===== src/rtl/hazard_ctrl_pkg.sv =====
// Shared types for the RV32I pipeline hazard controller.
// Holds state encodings, hazard causes, the control bundle and the register-match helper.
`ifndef ZERO_WORD
`define ZERO_WORD 16'h0000
`endif

package hazard_ctrl_pkg;

    localparam int REG_W = 5;
    localparam int CNT_W = 16;

    typedef enum logic {
        ST_RUN     = 1'b0,
        ST_JR_WAIT = 1'b1
    } state_e;

    typedef enum logic [2:0] {
        CAUSE_NONE,
        CAUSE_FREEZE,
        CAUSE_REDIRECT,
        CAUSE_JR_WAIT,
        CAUSE_LOAD_USE,
        CAUSE_JR_HAZ,
        CAUSE_JUMP,
        CAUSE_IMISS
    } cause_e;

    typedef struct packed {
        logic stall_f;
        logic fcd;
        logic b2;
        logic flush_e;
        logic stall_em;
    } ctl_t;

    localparam ctl_t CTL_IDLE = '0;

    // x0 is hardwired to zero, so a write to it never creates a dependency.
    function automatic logic reg_hit(input logic en,
                                     input logic [REG_W-1:0] rd,
                                     input logic [REG_W-1:0] rs);
        return en && (rd != '0) && (rd == rs);
    endfunction

endpackage


===== src/rtl/hazard_ctrl_sat_counter.sv =====
// Saturating up-counter with synchronous active-low clear.
// Sticks at all-ones instead of wrapping.
module sat_counter #(
    parameter int WIDTH = 16
) (
    input  logic             clk_i,
    input  logic             clr_n_i,
    input  logic             inc_i,
    output logic [WIDTH-1:0] count_o
);

    logic [WIDTH-1:0] count_q;
    logic [WIDTH-1:0] count_d;

    always_comb begin
        count_d = count_q;
        if (inc_i && (count_q != {WIDTH{1'b1}})) begin
            count_d = count_q + 1'b1;
        end
    end

    always_ff @(posedge clk_i) begin
        if (!clr_n_i) begin
            count_q <= WIDTH'(`ZERO_WORD);
        end else begin
            count_q <= count_d;
        end
    end

    assign count_o = count_q;

endmodule


===== src/rtl/hazard_ctrl.sv =====
// Hazard controller for the five-stage RV32I core: stalls, bubbles and whole-pipe
// freezes, with a two-state register covering the second jalr-after-load stall cycle.
module hazard_ctrl
    import hazard_ctrl_pkg::*;
(
    input  logic             clk,
    input  logic             rst_n,
    input  logic [REG_W-1:0] rs1_d,
    input  logic [REG_W-1:0] rs2_d,
    input  logic             use_rs1_d,
    input  logic             use_rs2_d,
    input  logic             is_jjru_d,
    input  logic             is_jr_d,
    input  logic [REG_W-1:0] rd_e,
    input  logic             wr_e,
    input  logic             is_load_e,
    input  logic [REG_W-1:0] rd_m,
    input  logic             is_load_m,
    input  logic             branch_taken_e,
    input  logic             imem_ready,
    input  logic             dmem_ready,
    output logic             stall_f,
    output logic             fcD,
    output logic             b2,
    output logic             flush_e,
    output logic             stall_em,
    output logic [CNT_W-1:0] stall_cnt,
    output logic [CNT_W-1:0] flush_cnt
);

    state_e state_q;
    state_e state_d;
    cause_e cause;
    ctl_t   ctl;

    logic hit_e_rs1;
    logic hit_e_rs2;
    logic hit_m_rs1;
    logic load_use;
    logic jr_haz;
    logic flush_any;

    assign hit_e_rs1 = reg_hit(wr_e, rd_e, rs1_d);
    assign hit_e_rs2 = reg_hit(wr_e, rd_e, rs2_d);
    assign hit_m_rs1 = reg_hit(is_load_m, rd_m, rs1_d);

    assign load_use = is_load_e && ((use_rs1_d && hit_e_rs1) || (use_rs2_d && hit_e_rs2));
    // jalr resolves its target in ID, so even an ALU result in EX is too late for it.
    assign jr_haz   = is_jr_d && ((hit_e_rs1 && !is_load_e) || hit_m_rs1);

    always_ff @(posedge clk) begin
        if (!rst_n) begin
            state_q <= ST_RUN;
        end else begin
            state_q <= state_d;
        end
    end

    always_comb begin
        cause   = CAUSE_NONE;
        state_d = state_q;
        if (!dmem_ready) begin
            cause = CAUSE_FREEZE;
        end else if (branch_taken_e) begin
            cause   = CAUSE_REDIRECT;
            state_d = ST_RUN;
        end else if (state_q == ST_JR_WAIT) begin
            cause   = CAUSE_JR_WAIT;
            state_d = ST_RUN;
        end else if (load_use) begin
            cause   = CAUSE_LOAD_USE;
            state_d = is_jr_d ? ST_JR_WAIT : ST_RUN;
        end else if (jr_haz) begin
            cause   = CAUSE_JR_HAZ;
            state_d = ST_RUN;
        end else if (is_jjru_d) begin
            cause   = CAUSE_JUMP;
            state_d = ST_RUN;
        end else if (!imem_ready) begin
            cause   = CAUSE_IMISS;
            state_d = ST_RUN;
        end else begin
            state_d = ST_RUN;
        end
    end

    always_comb begin
        ctl = CTL_IDLE;
        if (rst_n) begin
            case (cause)
                CAUSE_FREEZE: begin
                    ctl.stall_f  = 1'b1;
                    ctl.fcd      = 1'b1;
                    ctl.stall_em = 1'b1;
                end
                CAUSE_REDIRECT: begin
                    ctl.b2      = 1'b1;
                    ctl.flush_e = 1'b1;
                end
                CAUSE_JR_WAIT, CAUSE_LOAD_USE, CAUSE_JR_HAZ: begin
                    ctl.stall_f = 1'b1;
                    ctl.fcd     = 1'b1;
                    ctl.flush_e = 1'b1;
                end
                CAUSE_JUMP: begin
                    ctl.b2 = 1'b1;
                end
                CAUSE_IMISS: begin
                    ctl.stall_f = 1'b1;
                    ctl.b2      = 1'b1;
                end
                default: begin
                    ctl = CTL_IDLE;
                end
            endcase
        end
    end

    assign stall_f   = ctl.stall_f;
    assign fcD       = ctl.fcd;
    assign b2        = ctl.b2;
    assign flush_e   = ctl.flush_e;
    assign stall_em  = ctl.stall_em;
    assign flush_any = ctl.b2 | ctl.flush_e;

    sat_counter #(.WIDTH(CNT_W)) u_stall_cnt (
        .clk_i   (clk),
        .clr_n_i (rst_n),
        .inc_i   (ctl.stall_f),
        .count_o (stall_cnt)
    );

    sat_counter #(.WIDTH(CNT_W)) u_flush_cnt (
        .clk_i   (clk),
        .clr_n_i (rst_n),
        .inc_i   (flush_any),
        .count_o (flush_cnt)
    );

endmodule


===== config.mk =====
export PLATFORM = sky130hd
export DESIGN_NAME = hazard_ctrl
export DESIGN_NICKNAME = d
export VERILOG_FILES = /design/src/rtl/hazard_ctrl_pkg.sv /design/src/rtl/hazard_ctrl_sat_counter.sv /design/src/rtl/hazard_ctrl.sv
export SDC_FILE = /design/constraint.sdc
export NUM_CORES = 1
export LEC_CHECK = 0
export ABC_AREA = 1
export BUFFER_PORTS_ARGS = -buffer_cell sky130_fd_sc_hd__buf_2
export CORE_MARGIN = 2
export CORE_UTILIZATION = 40
export CTS_BUF_LIST = sky130_fd_sc_hd__clkbuf_8
export DETAILED_ROUTE_END_ITERATION = 10
export HOLD_SLACK_MARGIN = 0.15
export PLACE_DENSITY_LB_ADDON = 0.12
export RECOVER_POWER = 50
export SLEW_MARGIN = 10
export SYNTH_ARGS = -nofsm -noshare
export SYNTH_HDL_FRONTEND = slang
export SYNTH_SLANG_ARGS = --single-unit

===== constraint.sdc =====
create_clock -name clk -period 1.8 [get_ports clk]
set_input_delay 0.09 -clock clk [delete_from_list [all_inputs] [get_ports clk]]
set_output_delay 0.09 -clock clk [all_outputs]
set_load 0.005 [all_outputs]

==> results of run 1 <==
==> sequential cells by signal (all words and copies together) (netlist names) <==
name / flops
u_flush_cnt.count_o: 16
u_stall_cnt.count_o: 16
state_q: 1
==> worst max-delay path, stage by stage, from the launching register on <==
cell and delay, ns:
dfxtp_4 0.37, nand2_4 0.06, nor3_4 0.21, nand2_2 0.08, inv_2 0.05, nand2_1 0.05, or4_4 0.48, buf_4 0.19
a21oi_1 0.14, nor2_1 0.06
==> kinds of logic after synthesis <==
kind of cell | count (synthesis)
AND/OR/NAND/NOR | 190
adder cells (fa/ha/maj) | 2
XOR/XNOR | 34
AO/OA/AOI/OAI | 46
buffers and inverters | 52
flip-flops | 33
==> layer usage <==
metal	up-vias	wire length, microns	track usage [%]
met3	6	376	3.73
met2	62	2930	33.4
met4	0	76	5.76
li1	1406	-	-
met1	1205	3260	28.6
met5	-	0	0
==> area by class of cell <==
type / instances / area [sq um]
fillers: 546 / 2200
multi-input cells: 273 / 1560
repair buffers: 121 / 751
flip-flops and latches: 33 / 673
inverters: 41 / 156
well taps: 72 / 90.1
clock buffers: 6 / 82.6
clock inverters: 2 / 33.8
==> through the flow <==
step	instances	utilization, %
3_5_place_dp	534	55.1
4_1_cts	546	58.4
5_1_grt	548	60.4
6_report	548	60.4
3_3_place_gp	534	55.1
2_1_floorplan	357	-
==> cell usage in the layout (no fill, tap or decap), types with 19 or more instances in the layout <==
master   synthesis  final
a21oi_1         33     29
nand3_1         20     19
xor2_1          22     22
nand4_1         22     22
inv_1           38     39
buf_2            4     68
nor2_1          32     29
dfxtp_1         33     27
nand2_1         93     86
buf_4            1     49
==> power groups by stage <==
| stage | Sequential (mW) | Combinational (mW) | Clock [mW] |
|---|---|---|---|
| floorplan | 0.761 | 0.141 | 0 |
| global placement | 0.758 | 0.258 | 0 |
| detailed placement | 0.758 | 0.261 | 0 |
| CTS | 0.742 | 0.271 | 0.754 |
| global route | 0.743 | 0.327 | 0.783 |
| finish | 0.742 | 0.294 | 0.738 |
==> timing repair <==
action,in CTS,in global routing
cloned,1,0
buffers inserted,1,2
gates resized for setup,6,26
hold buffers,2,0
setup endpoints to repair,17,35
pin swaps,3,8
endpoints found under the hold margin,1,0
==> how the worst max path moves through the flow <==
stage	from	endpoint	slack [ns]	cells past startpoint
floorplan	u_stall_cnt.count_o[3]$_SDFFE_PN0P_	u_stall_cnt.count_o[8]$_SDFFE_PN0P_	-0.04	11
detailed placement	rd_e[0]	u_flush_cnt.count_o[10]$_SDFFE_PN0P_	-0.09	14
global placement	u_stall_cnt.count_o[3]$_SDFFE_PN0P_	u_stall_cnt.count_o[8]$_SDFFE_PN0P_	-0.06	9
finish	u_stall_cnt.count_o[3]$_SDFFE_PN0P_	u_stall_cnt.count_o[0]$_SDFFE_PN0P_	-0.007	9
CTS	u_stall_cnt.count_o[3]$_SDFFE_PN0P_	u_stall_cnt.count_o[0]$_SDFFE_PN0P_	0.007	9
global route	u_stall_cnt.count_o[3]$_SDFFE_PN0P_	u_stall_cnt.count_o[1]$_SDFFE_PN0P_	-0.08	9
==> reports/metrics.cfg, run 1 <==
[sta]
finalCritPeriodShare_pct = 100
fin_crit_ns = 1.81
fmax_ghz = 0.553
setup_viol = 2
finalHoldViolCount = 0
slew_viol_final = 0
fin_skew_ns = 0.0132
setup_tns_ns = -0.00852
finalWorstSetupSlack_ns = -0.00697
rsz0062_at_grt = yes
worst_pin_slew_ns = 0.369
maxSlewHeadroom_pct = 75.1
timing.hold.ws_ns = 0.215

[worst_setup_path]
cp.arrival_ns = 1.98
crit_required_ns = 1.98
cp-start-kind = flop
rr_startpoint = u_stall_cnt.count_o[3]$_SDFFE_PN0P_
rrSetupSlack_ns = -0.007
reg2reg_to = u_stall_cnt.count_o[0]$_SDFFE_PN0P_
end_kind = flop
worstRegToRegCells = 9
critPathMaxFanout = 7
path_class = reg2reg

[min_path]
worstHoldStart = rst_n
hold_class = in2reg
whs_path_depth = 3
min_to = u_stall_cnt.count_o[12]$_SDFFE_PN0P_

[logic_synthesis]
yosysWarnings = 0
synth_cells = 357
synth_common_cells = nand2_1 (93), inv_1 (38), a21oi_1 (33), dfxtp_1 (33), nor2_1 (32)
netlist.area_leader.share_pct = 28.7
synth-adder-area-share_pct = 1.09
synth_ff_type = dfxtp_1
synthArstFlopShare_pct = 0
yosysMostFrequentCell = nand2_1
synth_edf_count = 0
yosysSeqAreaShare_pct = 28.7
synthSimpleGateAreaFrac_pct = 37.5
synthXorXnorAreaFrac_pct = 12.9
synth_top_cell_by_area = dfxtp_1
synth_top_family_by_area = simple AND/OR/NAND/NOR gates
ys_ff_latch = 33
avgSynthCellArea_sq_um = 6.46
synth_compound_area_share_pct = 10.5
synth_area_leaders = dfxtp_1 (29%), nand2_1 (15%), xor2_1 (8.4%), a21oi_1 (7.2%), inv_1 (6.2%)
yosysUniqueCellTypes = 26
syn_nets = 391
muxShareOfSynthArea_pct = 0
synthesis.area_sq_um = 2300

[power]
p_comb_share_pct = 16.6
peakVddDrop_v = 0.000504
seq_power_share_pct = 41.8
power.internal_mw = 1.31
p_leak_nw = 1.54
p_per_area_nw_per_um2 = 530
p_sw_mw = 0.469
sw_frac_of_total_pct = 26.4
pwr-share-clk_pct = 41.6
p_total_mw = 1.77

[clock_network]
clk_pin_slew_ns = 0.07
clock_latency_ns = 0.29
h-tree-depth = 2
cts_buffers = 5
clk_path_buf_depth = 2
cts_tree = built
cts-root-buf = clkbuf_8
cts.sinks = 33

[floorplanning]
fp.dieH_microns = 79.9
die_w_microns = 79.9
io_pins = 69
start_util_pct = 41.6
rows = 27
coreArea_sq_um = 5540
die_area_sq_um = 6380

[route]
route.vias.total = 2679
route.detailed.wl_per_inst_microns = 12.1
drt_iter0_drc = 77
wirelength_microns = 6650
vias_per_cell = 4.89
drt_first_pass_iters = 4
drc = 0
ant_nets = 0

[global_routing]
grt_usage_pct = 20.8
grt_antenna_before_repair = 0
grt_max_degree = 31
grt_pass1_vias = 2427
grt_pass1_wl_microns = 10600
overflow = 0

[cells_and_area]
drive_gt1_share_pct = 35.3
n_antenna_cell = 0
stdcell_area_sq_um = 3340
fin_nets = 509
syn2layout_area_growth_pct = 45.1

[placed_design]
port_buffers = 68
placed_area_sq_um = 3050
pre_cts_slack_ns = -0.0859
place.gp.congestion = 0.870
dpl.hpwl_microns = 4840

[run_status]
violations = setup timing
status = finished with violations

[run]
cap_violations = 0

Note: power is estimated with default switching activity, not from simulation.
==> run 2, diff against run 1 <==
CTS_BUF_LIST = default   (was sky130_fd_sc_hd__clkbuf_8)
==> reports/metrics.cfg, run 2 (synthesis results as in run 1) <==
[floorplanning]
coreArea_sq_um = 5540
die_w_microns = 79.9
rows = 27
fp.dieH_microns = 79.9
die_area_sq_um = 6380
start_util_pct = 41.6
io_pins = 69

[sta]
rsz0062_at_grt = yes
setup_viol = 2
worst_pin_slew_ns = 0.370
fmax_ghz = 0.554
finalHoldViolCount = 0
fin_skew_ns = 0.0130
maxSlewHeadroom_pct = 75.1
setup_tns_ns = -0.00763
finalWorstSetupSlack_ns = -0.00571
slew_viol_final = 0
fin_crit_ns = 1.81
finalCritPeriodShare_pct = 100

[placed_design]
place.gp.congestion = 0.870
port_buffers = 68
dp.cells = 534
dpl.hpwl_microns = 4840
pre_cts_slack_ns = -0.0859

[cells_and_area]
drive_gt1_share_pct = 35.3
mostFrequentLayoutCells = nand2_1 (86), buf_2 (68), buf_4 (49)
post-route-util_pct = 60.3
layout_commonest_cell = nand2_1
n_antenna_cell = 0
syn2layout_area_growth_pct = 44.9
fin_nets = 509
finalNonFillerCells = 548

[min_path]
whs_path_depth = 3
worstHoldStart = rst_n
min_to = u_flush_cnt.count_o[1]$_SDFFE_PN0P_
hold_class = in2reg

[route]
drc = 0
drt_iter0_drc = 77
drt_first_pass_iters = 4
route.vias.total = 2677
route.detailed.wl_per_inst_microns = 12.1
wirelength_microns = 6630
vias_per_cell = 4.89
ant_nets = 0

[clock_network]
cts_tree = built
clock_latency_ns = 0.29
cts.sinks = 33
clk_pin_slew_ns = 0.08
h-tree-depth = 2
cts_buffers = 5
cts-root-buf = clkbuf_8
clk_path_buf_depth = 2

[global_routing]
grt_pass1_wl_microns = 10600
overflow = 0
grt_pass1_vias = 2424
grt_usage_pct = 20.8
grt_antenna_before_repair = 0
grt_max_degree = 31

[worst_setup_path]
path_class = reg2reg
end_kind = flop
reg2reg_to = u_stall_cnt.count_o[0]$_SDFFE_PN0P_
critPathMaxFanout = 7
rrSetupSlack_ns = -0.006
worstRegToRegCells = 9
cp.arrival_ns = 1.98
rr_startpoint = u_stall_cnt.count_o[3]$_SDFFE_PN0P_
cp-start-kind = flop
crit_required_ns = 1.98

[run_status]
status = finished with violations
violations = setup timing

[power]
p_per_area_nw_per_um2 = 516
peakVddDrop_v = 0.000437
p_leak_nw = 1.53

[run]
cap_violations = 0

[run 2: cell types whose count changed in the layout (fill, tap and decap cells not counted), sizes merged]
cell,previous run,this run
inv,42,41
bufinv,1,0
clkbuf,6,8
[run 2: layout make-up]
class,count,area [sq um]
clock buffers,8,111
fillers,546,2200
inverters,41,156
multi-input cells,273,1560
flip-flops and latches,33,673
well taps,72,90.1
repair buffers,121,751
[run 2: through the flow]
stage / hold slack, ns / power (mW) / area (sq um)
floorplan: 0.211 / 0.903 / 2330
global placement: 0.402 / 1.02 / 3050
detailed placement: 0.398 / 1.02 / 3050
CTS: 0.171 / 1.72 / 3230
global route: 0.227 / 1.80 / 3340
finish: 0.215 / 1.72 / 3340
[run 2: worst max-delay path, cell delays in order, from the launching register on]
cell	delay, ns
dfxtp_4	0.37
nand2_4	0.06
nor3_4	0.21
nand2_2	0.08
inv_2	0.05
nand2_1	0.05
or4_4	0.48
buf_4	0.19
a21oi_1	0.14
nor2_1	0.06
[run 2: how the worst max path moves through the flow]
stage,slack [ns],startpoint,endpoint,depth (start not counted)
2_1_floorplan,-0.04,u_stall_cnt.count_o[3]$_SDFFE_PN0P_,u_stall_cnt.count_o[8]$_SDFFE_PN0P_,11
3_3_place_gp,-0.06,u_stall_cnt.count_o[3]$_SDFFE_PN0P_,u_stall_cnt.count_o[8]$_SDFFE_PN0P_,9
3_5_place_dp,-0.09,rd_e[0],u_flush_cnt.count_o[10]$_SDFFE_PN0P_,14
4_1_cts,0.007,u_stall_cnt.count_o[3]$_SDFFE_PN0P_,u_stall_cnt.count_o[0]$_SDFFE_PN0P_,9
5_1_grt,-0.08,u_stall_cnt.count_o[3]$_SDFFE_PN0P_,u_stall_cnt.count_o[1]$_SDFFE_PN0P_,9
6_report,-0.006,u_stall_cnt.count_o[3]$_SDFFE_PN0P_,u_stall_cnt.count_o[0]$_SDFFE_PN0P_,9
[run 2: routing by layer]
layer	track usage, %	share of wire, %	vias up
met5	0	0	-
met4	5.76	1.1	0
met3	3.73	5.8	6
met2	33.3	44	61
met1	28.7	49	1204
li1	-	-	1406
[run 2: report_power, final]
part           internal [mW]  leakage, nW  switching (mW)
Combinational          0.123         1.20           0.170
Clock                  0.396       0.0566           0.293
Sequential             0.736        0.270         0.00546
[run 2: timing repair]
action	in CTS	in global routing
endpoints found under the hold margin	1	0
pin swaps	3	8
hold buffers	2	0
buffers inserted	1	2
gates cloned	1	0
endpoints found under the setup margin	17	35
resized for setup	6	26
==> run 3, diff against run 2 <==
ABC_CLOCK_PERIOD_IN_PS = 1800   (was default)
PLACE_DENSITY = 0.75   (was default)
PLACE_DENSITY_LB_ADDON = default   (was 0.12)
==> reports/metrics.cfg, run 3 (synthesis results as in run 1) <==
[worst_setup_path]
critPathMaxFanout = 7
crit_required_ns = 2.02
path_class = reg2reg
cp-start-kind = flop
cp.arrival_ns = 2.03
end_kind = flop

[placed_design]
placed_area_sq_um = 2980
dp.cells = 524
port_buffers = 68
pre_cts_slack_ns = -0.0838
dpl.hpwl_microns = 4910
place.gp.congestion = 0.916

[clock_network]
cts-root-buf = clkbuf_8
clk_path_buf_depth = 2
cts_buffers = 5
cts.sinks = 33
clock_latency_ns = 0.30
clk_pin_slew_ns = 0.07
cts_tree = built
h-tree-depth = 2

[cells_and_area]
finalNonFillerCells = 541
syn2layout_area_growth_pct = 41.4
drive_gt1_share_pct = 30.9
mostFrequentLayoutCells = nand2_1 (82), buf_2 (65), inv_1 (38)
layout_commonest_cell = nand2_1
stdcell_area_sq_um = 3260
fillers = 555
n_antenna_cell = 0
fin_nets = 502
post-route-util_pct = 58.8

[floorplanning]
rows = 27
fp.dieH_microns = 79.9
start_util_pct = 41.6
io_pins = 69
coreArea_sq_um = 5540
die_area_sq_um = 6380
die_w_microns = 79.9

[run_status]
status = finished with violations
violations = setup timing

[sta]
fmax_ghz = 0.553
finalWorstSetupSlack_ns = -0.00814
finalHoldViolCount = 0
fin_skew_ns = 0.00771
timing.hold.ws_ns = 0.222
slew_viol_final = 0
setup_tns_ns = -0.00814
rsz0062_at_grt = yes
finalCritPeriodShare_pct = 100
worst_pin_slew_ns = 0.384
maxSlewHeadroom_pct = 74.4
fin_crit_ns = 1.81
setup_viol = 1

[power]
p_per_area_nw_per_um2 = 542
peakVddDrop_v = 0.000334
p_total_mw = 1.77
p_leak_nw = 1.45

[min_path]
hold_class = in2reg

[route]
route.detailed.wl_per_inst_microns = 12.6
drt_iter0_drc = 130
wirelength_microns = 6840
vias_per_cell = 5.17
drc = 0
drt_first_pass_iters = 4
route.vias.total = 2796
ant_nets = 0

[global_routing]
grt_pass1_wl_microns = 11000
grt_max_degree = 31
grt_pass1_vias = 2583
grt_usage_pct = 21.5
overflow = 0
grt_antenna_before_repair = 0

[run]
cap_violations = 0

## run 3: cell count changes in the layout (fill, tap and decap cells not counted), moves of 4 or more
cell / delta
dfxtp_2: -4
clkbuf_1: +13
nand2_1: -4
buf_4: -22
dfxtp_1: +4
## run 3: routing by layer
| metal | GRT usage, % | up-vias | share of wire (%) |
|---|---|---|---|
| li1 | - | 1407 | - |
| met1 | 25.3 | 1299 | 44 |
| met2 | 38.6 | 80 | 50 |
| met3 | 3.39 | 10 | 4.2 |
| met4 | 8.14 | 0 | 1.6 |
| met5 | 0 | - | 0 |
## run 3: worst max-delay path, stage by stage, from the launching register on
cell,delay (ns)
dfxtp_4,0.39
nand2_4,0.06
nor3_4,0.19
nand2_2,0.09
inv_2,0.06
nand2_2,0.04
or4_4,0.48
nand4_2,0.19
nand2_1,0.07
a21oi_1,0.15
## run 3: layout make-up
class / count / area [sq um] / area share (%)
multi-input cells: 273 / 1560 / 48.0
flip-flops and latches: 33 / 668 / 20.5
repair buffers: 114 / 663 / 20.4
inverters: 41 / 156 / 4.80
well taps: 72 / 90.1 / 2.76
clock buffers: 7 / 86.3 / 2.65
clock inverters: 1 / 30.0 / 0.922
## run 3: power by group
group          leakage [nW]  internal, mW  total, mW  switching, mW
clock network        0.0585         0.451      0.741          0.290
registers             0.268         0.735      0.743        0.00794
logic                  1.13         0.116      0.282          0.166
## run 3: final timing paths
kind	to	slack, ns	cells past startpoint	start
setup / recovery	u_stall_cnt.count_o[14]$_SDFFE_PN0P_	-0.008	9	u_stall_cnt.count_o[2]$_SDFFE_PN0P_
hold / removal	state_q$_SDFFE_PN0P_	0.22	4	dmem_ready
hold reg to reg	u_flush_cnt.count_o[15]$_SDFFE_PN0P_	0.48	2	u_flush_cnt.count_o[15]$_SDFFE_PN0P_
setup reg to reg	u_stall_cnt.count_o[14]$_SDFFE_PN0P_	-0.008	9	u_stall_cnt.count_o[2]$_SDFFE_PN0P_
## run 3: what timing repair did
item | 4_1_cts | 5_1_grt
hold endpoints to repair | 2 | 0
hold buffers | 3 | 0
setup buffers | 0 | 4
endpoints found under the setup margin | 15 | 33
gates resized for setup | 3 | 33
pin swaps | 1 | 10
cloned | 1 | 1
